**src/rtl/intr_pkg.sv**
```systemverilog
`default_nettype none
// ============================================================================
// Module  : intr_pkg
// Purpose : Shared types and constants for the interrupt controller slice.
//           Holds the controller state encoding and the default source count,
//           plus the id width derived from it.
// Ports   : none (package)
// Rev     : 1.0  initial release
// ============================================================================
package intr_pkg;

  localparam int N_SRC_DEFAULT = 4;
  localparam int INTR_ID_W     = $clog2(N_SRC_DEFAULT);

  typedef enum logic [1:0] {
    IDLE    = 2'd0,
    REQ     = 2'd1,
    SERVICE = 2'd2
  } intr_state_t;

endpackage : intr_pkg
`default_nettype wire

```
**src/rtl/intr_ctrl_if.sv**
```systemverilog
`default_nettype none
// ============================================================================
// Module  : intr_ctrl_if
// Purpose : Bundles the source-latch, mask-programming and CPU handshake
//           signals of the interrupt controller.
// Signals : irr        source level requests      (master -> slave)
//           src_ack    one-hot clear pulse        (slave  -> master)
//           mask_we    mask write strobe          (master -> slave)
//           mask_wdata new enable mask            (master -> slave)
//           mask       current enable mask        (slave  -> master)
//           intr       interrupt request to CPU   (slave  -> master)
//           intr_id    index of requesting source (slave  -> master)
//           cpu_ack    CPU handler entry          (master -> slave)
//           cpu_ret    CPU handler return         (master -> slave)
//           busy       controller not idle        (slave  -> master)
// Modports: slave = controller side, master = system/CPU side.
// Rev     : 1.0  initial release
// ============================================================================
interface intr_ctrl_if
  import intr_pkg::*;
#(
  parameter int N_SRC = N_SRC_DEFAULT
) ();

  localparam int ID_W = $clog2(N_SRC);

  logic [N_SRC-1:0] irr;
  logic [N_SRC-1:0] src_ack;
  logic             mask_we;
  logic [N_SRC-1:0] mask_wdata;
  logic [N_SRC-1:0] mask;
  logic             intr;
  logic [ID_W-1:0]  intr_id;
  logic             cpu_ack;
  logic             cpu_ret;
  logic             busy;

  modport slave (
    input  irr, mask_we, mask_wdata, cpu_ack, cpu_ret,
    output src_ack, mask, intr, intr_id, busy
  );

  modport master (
    output irr, mask_we, mask_wdata, cpu_ack, cpu_ret,
    input  src_ack, mask, intr, intr_id, busy
  );

endinterface : intr_ctrl_if
`default_nettype wire

```
**src/rtl/intr_rr_pick.sv**
```systemverilog
`default_nettype none
// ============================================================================
// Module  : intr_rr_pick
// Purpose : Combinational round-robin picker. Searches eff starting at
//           last_grant+1 and wrapping modulo N_SRC; the first set bit wins.
// Ports   : eff        in   N_SRC  masked requests
//           last_grant in   ID_W   index granted most recently
//           any_req    out  1      at least one bit of eff is set
//           winner     out  ID_W   winning index (0 when any_req=0)
// Rev     : 1.0  initial release
// ============================================================================
module intr_rr_pick
  import intr_pkg::*;
#(
  parameter int N_SRC = N_SRC_DEFAULT,
  localparam int ID_W = $clog2(N_SRC)
) (
  input  logic [N_SRC-1:0] eff,
  input  logic [ID_W-1:0]  last_grant,
  output logic             any_req,
  output logic [ID_W-1:0]  winner
);

  // One extra bit so last_grant + offset (at most 2*N_SRC-1) never overflows
  // before the modulo wrap.
  logic [ID_W:0]   idx;
  logic [ID_W-1:0] sel;

  always_comb begin
    any_req = 1'b0;
    winner  = '0;
    idx     = '0;
    sel     = '0;
    for (int i = 1; i <= N_SRC; i++) begin
      idx = {1'b0, last_grant} + (ID_W+1)'(i);
      if (idx >= (ID_W+1)'(N_SRC)) begin
        idx = idx - (ID_W+1)'(N_SRC);
      end
      // After the wrap idx < N_SRC, so the low ID_W bits hold it exactly.
      sel = idx[ID_W-1:0];
      if (!any_req && eff[sel]) begin
        any_req = 1'b1;
        winner  = sel;
      end
    end
  end

endmodule : intr_rr_pick
`default_nettype wire

```
**src/rtl/intr_ctrl.sv**
```systemverilog
`default_nettype none
// ============================================================================
// Module  : intr_ctrl
// Purpose : Interrupt controller between per-source request latches and the
//           CPU. Masks irr, picks a winner round-robin, presents intr/intr_id,
//           runs the cpu_ack/cpu_ret handshake and pulses src_ack to clear the
//           taken source's latch. All outputs are registered.
// Ports   : clk    in  system clock, rising edge
//           reset  in  synchronous active-high reset
//           bus    slave modport of intr_ctrl_if (irr, src_ack, mask_we,
//                  mask_wdata, mask, intr, intr_id, cpu_ack, cpu_ret, busy)
// Rev     : 1.0  initial release
// ============================================================================
module intr_ctrl
  import intr_pkg::*;
#(
  parameter int               N_SRC     = N_SRC_DEFAULT,
  parameter logic [N_SRC-1:0] MASK_INIT = {N_SRC{1'b1}}
) (
  input  logic        clk,
  input  logic        reset,
  intr_ctrl_if.slave  bus
);

  localparam int ID_W = $clog2(N_SRC);

  intr_state_t      state;
  logic [ID_W-1:0]  last_grant;
  logic [N_SRC-1:0] mask_q;
  logic [N_SRC-1:0] eff;
  logic             any_req;
  logic [ID_W-1:0]  winner;

  // Uses the registered mask, so a mask write only influences arbitration
  // and withdrawal from the edge after it lands.
  assign eff      = bus.irr & mask_q;
  assign bus.mask = mask_q;

  intr_rr_pick #(
    .N_SRC      (N_SRC)
  ) u_pick (
    .eff        (eff),
    .last_grant (last_grant),
    .any_req    (any_req),
    .winner     (winner)
  );

  always_ff @(posedge clk) begin
    if (reset) begin
      state       <= IDLE;
      bus.intr    <= 1'b0;
      bus.intr_id <= '0;
      bus.src_ack <= '0;
      bus.busy    <= 1'b0;
      mask_q      <= MASK_INIT;
      // Start one below 0 so index 0 has the highest priority after reset.
      last_grant  <= ID_W'(N_SRC-1);
    end else begin
      // src_ack is a single-cycle pulse; only the REQ->SERVICE step sets it.
      bus.src_ack <= '0;

      if (bus.mask_we) begin
        mask_q <= bus.mask_wdata;
      end

      case (state)
        IDLE: begin
          if (any_req) begin
            state       <= REQ;
            bus.intr    <= 1'b1;
            bus.intr_id <= winner;
            bus.busy    <= 1'b1;
          end
        end

        REQ: begin
          // cpu_ack beats a same-edge withdrawal: the CPU has already taken it.
          if (bus.cpu_ack) begin
            state       <= SERVICE;
            bus.intr    <= 1'b0;
            bus.src_ack <= {{(N_SRC-1){1'b0}}, 1'b1} << bus.intr_id;
            last_grant  <= bus.intr_id;
          end else if (!eff[bus.intr_id]) begin
            state    <= IDLE;
            bus.intr <= 1'b0;
            bus.busy <= 1'b0;
          end
        end

        SERVICE: begin
          // No nesting: pending requests wait until the handler returns.
          if (bus.cpu_ret) begin
            state    <= IDLE;
            bus.busy <= 1'b0;
          end
        end

        default: begin
          state    <= IDLE;
          bus.intr <= 1'b0;
          bus.busy <= 1'b0;
        end
      endcase
    end
  end

endmodule : intr_ctrl
`default_nettype wire

```
**src/flat_wrapper.sv**
```systemverilog
// flat-port wrapper written by rule: the top's interface ports become plain ports
module intr_ctrl_flat import intr_pkg::*;
#(
  parameter int               N_SRC     = N_SRC_DEFAULT,
  parameter logic [N_SRC-1:0] MASK_INIT = {N_SRC{1'b1}}
)
  (clk, reset, bus_irr, bus_mask_we, bus_mask_wdata, bus_cpu_ack, bus_cpu_ret, bus_src_ack, bus_mask, bus_intr, bus_intr_id, bus_busy);
  intr_ctrl_if #(.N_SRC(N_SRC)) bus_i ();
  input  logic clk;
  input  logic reset;
  input wire logic [$bits(bus_i.irr)-1:0] bus_irr;
  input wire logic [$bits(bus_i.mask_we)-1:0] bus_mask_we;
  input wire logic [$bits(bus_i.mask_wdata)-1:0] bus_mask_wdata;
  input wire logic [$bits(bus_i.cpu_ack)-1:0] bus_cpu_ack;
  input wire logic [$bits(bus_i.cpu_ret)-1:0] bus_cpu_ret;
  output wire logic [$bits(bus_i.src_ack)-1:0] bus_src_ack;
  output wire logic [$bits(bus_i.mask)-1:0] bus_mask;
  output wire logic [$bits(bus_i.intr)-1:0] bus_intr;
  output wire logic [$bits(bus_i.intr_id)-1:0] bus_intr_id;
  output wire logic [$bits(bus_i.busy)-1:0] bus_busy;
  assign bus_i.irr = bus_irr;
  assign bus_i.mask_we = bus_mask_we;
  assign bus_i.mask_wdata = bus_mask_wdata;
  assign bus_i.cpu_ack = bus_cpu_ack;
  assign bus_i.cpu_ret = bus_cpu_ret;
  assign bus_src_ack = bus_i.src_ack;
  assign bus_mask = bus_i.mask;
  assign bus_intr = bus_i.intr;
  assign bus_intr_id = bus_i.intr_id;
  assign bus_busy = bus_i.busy;
  intr_ctrl #(.N_SRC(N_SRC), .MASK_INIT(MASK_INIT)) u_core (.clk(clk), .reset(reset), .bus(bus_i));
endmodule
```
**config.mk**
```make
export PLATFORM = sky130hd
export DESIGN_NAME = intr_ctrl_flat
export DESIGN_NICKNAME = d
export VERILOG_FILES = /design/src/rtl/intr_pkg.sv /design/src/rtl/intr_ctrl_if.sv /design/src/rtl/intr_rr_pick.sv /design/src/rtl/intr_ctrl.sv /design/src/flat_wrapper.sv
export SDC_FILE = /design/constraint.sdc
export NUM_CORES = 1
export LEC_CHECK = 0
export ABC_AREA = 1
export CORE_ASPECT_RATIO = 1.75
export CORE_MARGIN = 3
export CORE_UTILIZATION = 35
export CTS_CLUSTER_DIAMETER = 30
export DETAILED_ROUTE_END_ITERATION = 10
export REMOVE_ABC_BUFFERS = 1
export SLEW_MARGIN = 10
export SYNTH_ARGS = -nofsm -noshare
export SYNTH_HDL_FRONTEND = slang
export SYNTH_SLANG_ARGS = --single-unit
```
**constraint.sdc**
```tcl
create_clock -name clk -period 1.7 [get_ports clk]
set_input_delay 0.34 -clock clk [delete_from_list [all_inputs] [get_ports clk]]
set_output_delay 0.34 -clock clk [all_outputs]
set_load 0.01 [all_outputs]
```
======== Word-level counts from Yosys, hierarchy flattened ========
Cells that the tools add are included.
word-level totals
  bits in read-only memories .............. 0
  memories ................................ 0
  output and inout port bits .............. 12
  bits in latches ......................... 0
  word-level logic and storage cells ...... 83
  bits of input ports ..................... 13
  bits in writable memories ............... 0
  flip-flop bits (word level) ............. 16
cells by class
  $lt $le $gt $ge ......................... 9
  bitwise gates (word level) .............. 4
  equal/unequal tests ..................... 7
  $add $sub $neg .......................... 8
  shift-type cells ........................ 1
  reductions and logical operators ........ 13
  mux-type cells .......................... 34
  $mul .................................... 0
  divide/modulo/power cells ............... 0
operators by type and width
  operator               count
  $mux W2                12
  $lt A2 B3 Y1 const B   5
  $mux W1                14
  $ge A3 B3 Y1 const B   4
  $bmux W1 S2            5
  $sub A2 B1 Y2 const B  4
  $add A2 B2 Y3 const B  2
  $ne A2 B2 Y1 const B   3
  $pmux W1 S3            2
  $pmux W2 S3            1
  $reduce_and A3 Y1      2
  $and A4 B4 Y4          1
  $reduce_and A2 Y1      2
  $reduce_and A4 Y1      1
  $shl A1 B2 Y4 const A  1
  $add A2 B1 Y3 const B  1
  $add A2 B3 Y3 const B  1
  $logic_and A1 B1 Y1    3
  $logic_not A1 Y1       3
  $ne A3 B3 Y1 const B   1
  $not A1 Y1             3
  $reduce_or A3 Y1       1
  $eq A2 B1 Y1 const B   1
  $eq A2 B2 Y1 const B   1
  2 further kinds        2

======== Longest topological paths before layout ========
  word-level depth ........................ 17
  mapped depth ............................ 12
  gate-level depth less buffers ........... 11

======== Modules after synthesis ========
From an unflattened synthesis, not the netlist that was laid out.
second synthesis, totals
  cells, all modules ...................... 132
  area, all modules ....................... 934.6 µm²
modules (own cells, without submodules)
  module        sequential area each (µm²)  cells an instance  times used  area an instance (µm²)
  intr_ctrl     320.3                       83                 1           644.4
  intr_rr_pick  0.0                         49                 1           290.3

======== Worst setup path after synthesis ========
No wires, ideal clock.
  kind .................................... reg2reg
  from .................................... register u_core.last_grant[0]
  to ...................................... register u_core.bus.intr_id[1]
  slack ................................... 373 ps
  arrival ................................. 1213 ps
  data required time ...................... 1585 ps
  stages on the path, launching flop included .. 12
  buffers on the path ..................... 1
  clock period less this slack ............ 1327 ps
  library setup time ...................... 115 ps
  cells stage by stage .................... dfxtp_1 buf_6 inv_6 nand3_1 nand2_1 nand2_2 nand2_2 nor2_4 nand3_2 nand2_2 a21oi_1 o21a_1
between the ends
  word-level cells in the longest chain between the ends .. 16
  elaborated cells on any way between the ends .. 39
  classes of those cells .................. add/sub: 8; order compare: 4; mux: 20; reduce/logical: 7
ends and longest elaborated chain
  item                                           line                                    text
  from (decl)                                    intr_ctrl.sv:28                         logic [ID_W-1:0] last_grant;
  from (signal assigned)                         intr_ctrl.sv:57                         last_grant <= ID_W'(N_SRC-1);
  from (signal assigned)                         intr_ctrl.sv:82                         last_grant <= bus.intr_id;
  $add A2 B1 Y3                                  intr_rr_pick.sv:35                      idx = {1'b0, last_grant} + (ID_W+1)'(i);
  $ge A3 B3 Y1 or $sub A2 B1 Y2 (tied branches)  intr_rr_pick.sv:36, intr_rr_pick.sv:37
  $mux W2                                        intr_rr_pick.sv:36                      if (idx >= (ID_W+1)'(N_SRC)) begin
  $bmux W1 S2                                    intr_rr_pick.sv:41                      if (!any_req && eff[sel]) begin
  $mux W1 (implied by the code)                  intr_rr_pick.sv:41
  $mux W1                                        intr_rr_pick.sv:41
  $logic_not A1 Y1                               intr_rr_pick.sv:41
  $logic_and A1 B1 Y1                            intr_rr_pick.sv:41
  $mux W1                                        intr_rr_pick.sv:41
  $logic_not A1 Y1                               intr_rr_pick.sv:41
  $logic_and A1 B1 Y1                            intr_rr_pick.sv:41
  $mux W1                                        intr_rr_pick.sv:41
  $logic_not A1 Y1                               intr_rr_pick.sv:41
  $logic_and A1 B1 Y1                            intr_rr_pick.sv:41
  $mux W1                                        intr_rr_pick.sv:41
  $reduce_and A2 Y1 (no source line)             --
  to (signal assigned)                           intr_ctrl.sv:71                         bus.intr_id <= winner;
  to (decl)                                      intr_ctrl_if.sv:40                      output src_ack, mask, intr, intr_id, busy
Parallel ways exist; a longest one is shown, timed or not. The select of a mux whose other input is x is not followed.
A chain may end at the register's enable or synchronous reset.

======== Worst setup path in the final report ========
Ends and elaborated chain as after synthesis.

==> results_tabular.tex <==
\begin{tabular}{lr}
\hline
Metric & Value \\
\hline
\multicolumn{2}{l}{\textbf{Timing}} \\
Transition time of the tightest slew-check pin & 0.3083 ns \\
Share of the clock period used by the worst path & 92.21\% \\
PnR worst setup slack & 0.1324 ns \\
Final worst hold slack & 0.4683 ns \\
Worst clock skew & 0.0006607 ns \\
Peak Freq & 637.9 MHz \\
Clock period minus final worst setup slack & 1.568 ns \\
Max-slew violation total from the final report & 0 \\
Hold Violations, Final & 0 \\
Worst slew margin relative to its limit & 79.37\% \\
Finish-stage setup viols & 0 \\
RSZ-0062 raised after global routing & false \\
\multicolumn{2}{l}{\textbf{Detailed routing}} \\
Post-DRT Antenna Nets & 0 \\
Number of vias in the routed layout & 974 \\
Length of the first detailed-routing pass in iterations & 6 \\
Vias per std cell & 5.073 \\
Routed len/inst & 11.86 um \\
Wire length reported by the detailed router & 2278 um \\
Detailed Route Iter0 Violations & 24 \\
Remaining design rule violation count & 0 \\
\multicolumn{2}{l}{\textbf{Clock tree}} \\
Total of hold buffers inserted after clock tree synthesis & 0 \\
H-tree depth reported by CTS & 1 \\
Clk sinks & 16 \\
Register clock-pin slew on the reported worst setup and hold paths & 0.06 ns \\
CTS tree & done \\
Total CTS buffers & 3 \\
Worst-Skew Late Latency & 0.25 ns \\
Root Driver & clkbuf\_8 \\
Clock tree buffer depth & 2 \\
\multicolumn{2}{l}{\textbf{Placement}} \\
Global placer's final weighted congestion & 0.8860 \\
HPWL after detailed placement & 1855 um \\
Cell count after placement & 188 \\
Number of port buffers & 24 \\
Worst Setup Slack post-DPL & -0.1636 ns \\
Instance area after placement & 1215 um\^{}2 \\
\multicolumn{2}{l}{\textbf{Power and ir drop}} \\
Worst IR Drop VDD & 0.7035 mV \\
Leakage Power & 0.5884 nW \\
Power density over the cells & 1250 nW/um\^{}2 \\
Overall power after layout & 0.001599 W \\
\multicolumn{2}{l}{\textbf{Global routing}} \\
Wire length of the first global-routing pass & 4057 um \\
Leftover overflow at the end of global routing & 0 \\
Tot GR Track Use & 16.44\% \\
Number of global-route vias before repair & 957 \\
Maximum number of pins on one net before global-route repair & 10 \\
Antenna violations before repair & 0 \\
\multicolumn{2}{l}{\textbf{Worst setup path}} \\
Endpoint class of the critical path & flop \\
Worst-path fanout max & 9 \\
Worst path buffer plus inverter count & 3 \\
Critical Path Source Type & flop \\
Crit path kind & reg -> reg \\
Worst path arrival time & 1.71 ns \\
Stages on worst setup path & 11 \\
Worst R2R Path Depth & 11 \\
Cells along the critical path & buf\_12, inv\_6, buf\_4, nand2\_1, nand3\_1, nand2\_2, nor2\_4, nand3\_2, nand2\_4, a21oi\_1, o21a\_1 \\
Delay of the slowest critical-path stage & 0.33 ns \\
Gate family responsible for the most delay along the worst path & simple AND/OR/NAND/NOR gates \\
Library cell contributing the largest single delay on the critical path & dfxtp\_2 \\
CP required & 1.85 ns \\
\multicolumn{2}{l}{\textbf{Finish}} \\
NumNets Final & 181 \\
Final antenna diode count & 0 \\
Design Area, Final & 1279 um\^{}2 \\
Fraction of layout instances using a drive strength above 1 & 17.37\% \\
Synth-to-layout area growth & 45.38\% \\
Final Instance Count excl. Fillers & 192 \\
\multicolumn{2}{l}{\textbf{Floorplan}} \\
Floorplan die height & 72.32 um \\
Die Width & 43.90 um \\
Starting utilization of the core area & 37.73\% \\
Full die area & 3174 um\^{}2 \\
IO Count & 25 \\
Placeable Area & 2331 um\^{}2 \\
Number of cell rows & 23 \\
\multicolumn{2}{l}{\textbf{Run}} \\
Maximum Capacitance Violations & 0 \\
\multicolumn{2}{l}{\textbf{Logic synthesis}} \\
Count of warnings emitted by yosys & 0 \\
Synthesized area & 879.6 um\^{}2 \\
Number of cells produced by synthesis & 132 \\
Post-synthesis sequential element count & 16 \\
Post-synthesis sequential area ratio & 36.42\% \\
Number of distinct library cell variants in the gate-level netlist after synthesis & 23 \\
Syn\_area\_per\_cell & 6.664 um\^{}2 \\
\multicolumn{2}{l}{\textbf{Hold path}} \\
Worst Hold Depth & 2 \\
Worst hold path class & reg -> reg \\
\multicolumn{2}{l}{\textbf{Run status}} \\
Result of the run & complete, no violations \\
\hline
\end{tabular}
==> power breakdown <==
part	internal, W	leakage, nW	switching [W]
Combinational	0.000335	0.428	0.000425
Sequential	0.000446	0.132	0.0000589
Clock	0.000205	0.0288	0.000128
Total	0.000987	0.588	0.000612
==> cells by family after synthesis <==
group | after synthesis | synth area share (%)
AND/OR/NAND/NOR | 84 | 44.38
flip-flops | 16 | 36.42
AO/OA/AOI/OAI | 16 | 10.81
buffers and inverters | 16 | 8.391
==> flip-flops by register name (all words and copies together), names as in the netlist <==
name / flops
u_core.bus.busy: 1
u_core.bus.intr: 1
u_core.bus.intr_id: 2
u_core.bus.mask: 4
u_core.bus.src_ack: 4
u_core.last_grant: 2
u_core.state: 2
==> per-stage QoR <==
| stage | setup TNS, ns | utilization (%) |
|---|---|---|
| floorplan | 0 | - |
| global placement | -0.4920 | 52.12 |
| detailed placement | -0.6381 | 52.12 |
| CTS | 0 | 54.48 |
| global route | 0 | 54.86 |
| finish | 0 | 54.86 |
==> cells in the final DEF, fill, tap and decap left out, drive strengths merged <==
master | netlist | routed
clkbuf | 0 | 4
o21a | 1 | 1
nand2 | 47 | 47
nor3 | 3 | 3
a21oi | 8 | 8
inv | 14 | 14
a31oi | 1 | 1
or2 | 1 | 1
clkdlybuf4s50 | 0 | 24
nand3 | 20 | 20
o211ai | 3 | 3
nor2 | 9 | 9
buf | 2 | 9
dfxtp | 16 | 16
nand4 | 3 | 3
o21ai | 3 | 3
nand3b | 1 | 1
==> timing repair <==
item,in CTS,in global routing
setup endpoints to repair,0,4
resized for setup,0,3
buffers inserted,0,0
==> layout make-up <==
cell class	instances	area, um^2
Clock buffer	4	55.05
Fill cell	229	1052
Inverter	14	57.56
Multi-Input combinational cell	100	493.0
Sequential cell	16	321.6
Tap cell	25	31.28
Timing Repair Buffer	33	320.3
==> cell usage after synthesis <==
master | n | area (um^2)
o21ai_0 | 1 | 5.000
nand2_2 | 8 | 50.05
nand4_1 | 3 | 18.77
nand2_1 | 39 | 146.4
a31oi_1 | 1 | 6.260
nand3_2 | 1 | 10.01
nor2_4 | 1 | 11.26
o211ai_1 | 3 | 22.52
or2_2 | 1 | 6.260
o21a_1 | 1 | 7.510
nor3_1 | 3 | 15.01
nand3b_1 | 1 | 7.510
dfxtp_1 | 16 | 320.3
inv_2 | 1 | 3.750
buf_2 | 1 | 5.000
nand3_1 | 19 | 95.09
inv_6 | 1 | 8.760
a21oi_1 | 8 | 40.04
o21ai_1 | 1 | 5.000
nor2_1 | 8 | 30.03
o21ai_2 | 1 | 8.760
buf_6 | 1 | 11.26
inv_1 | 12 | 45.04
==> worst register-to-register path, cell delays in order, from the launching register on <==
cell,delay (ns)
dfxtp_2,0.33
buf_12,0.14
inv_6,0.06
buf_4,0.13
nand2_1,0.07
nand3_1,0.09
nand2_2,0.10
nor2_4,0.16
nand3_2,0.11
nand2_4,0.12
a21oi_1,0.07
o21a_1,0.09
==> routing by layer <==
metal	track usage, %	wire [um]	vias up
met1	19.47	985	448
met3	2.978	67	5
li1	-	-	504
met2	27.44	1181	17
met5	0	0	-
met4	8.389	44	0
==> worst paths after layout <==
kind	slack [ns]	from	end
max	0.13	u_core.last_grant[0]	u_core.bus.intr_id[1]
min	0.47	u_core.bus.intr	u_core.bus.intr
max reg2reg	0.13	u_core.last_grant[0]	u_core.bus.intr_id[1]
min reg2reg	0.47	u_core.bus.intr	u_core.bus.intr
Power figures use the tool's default switching activity.
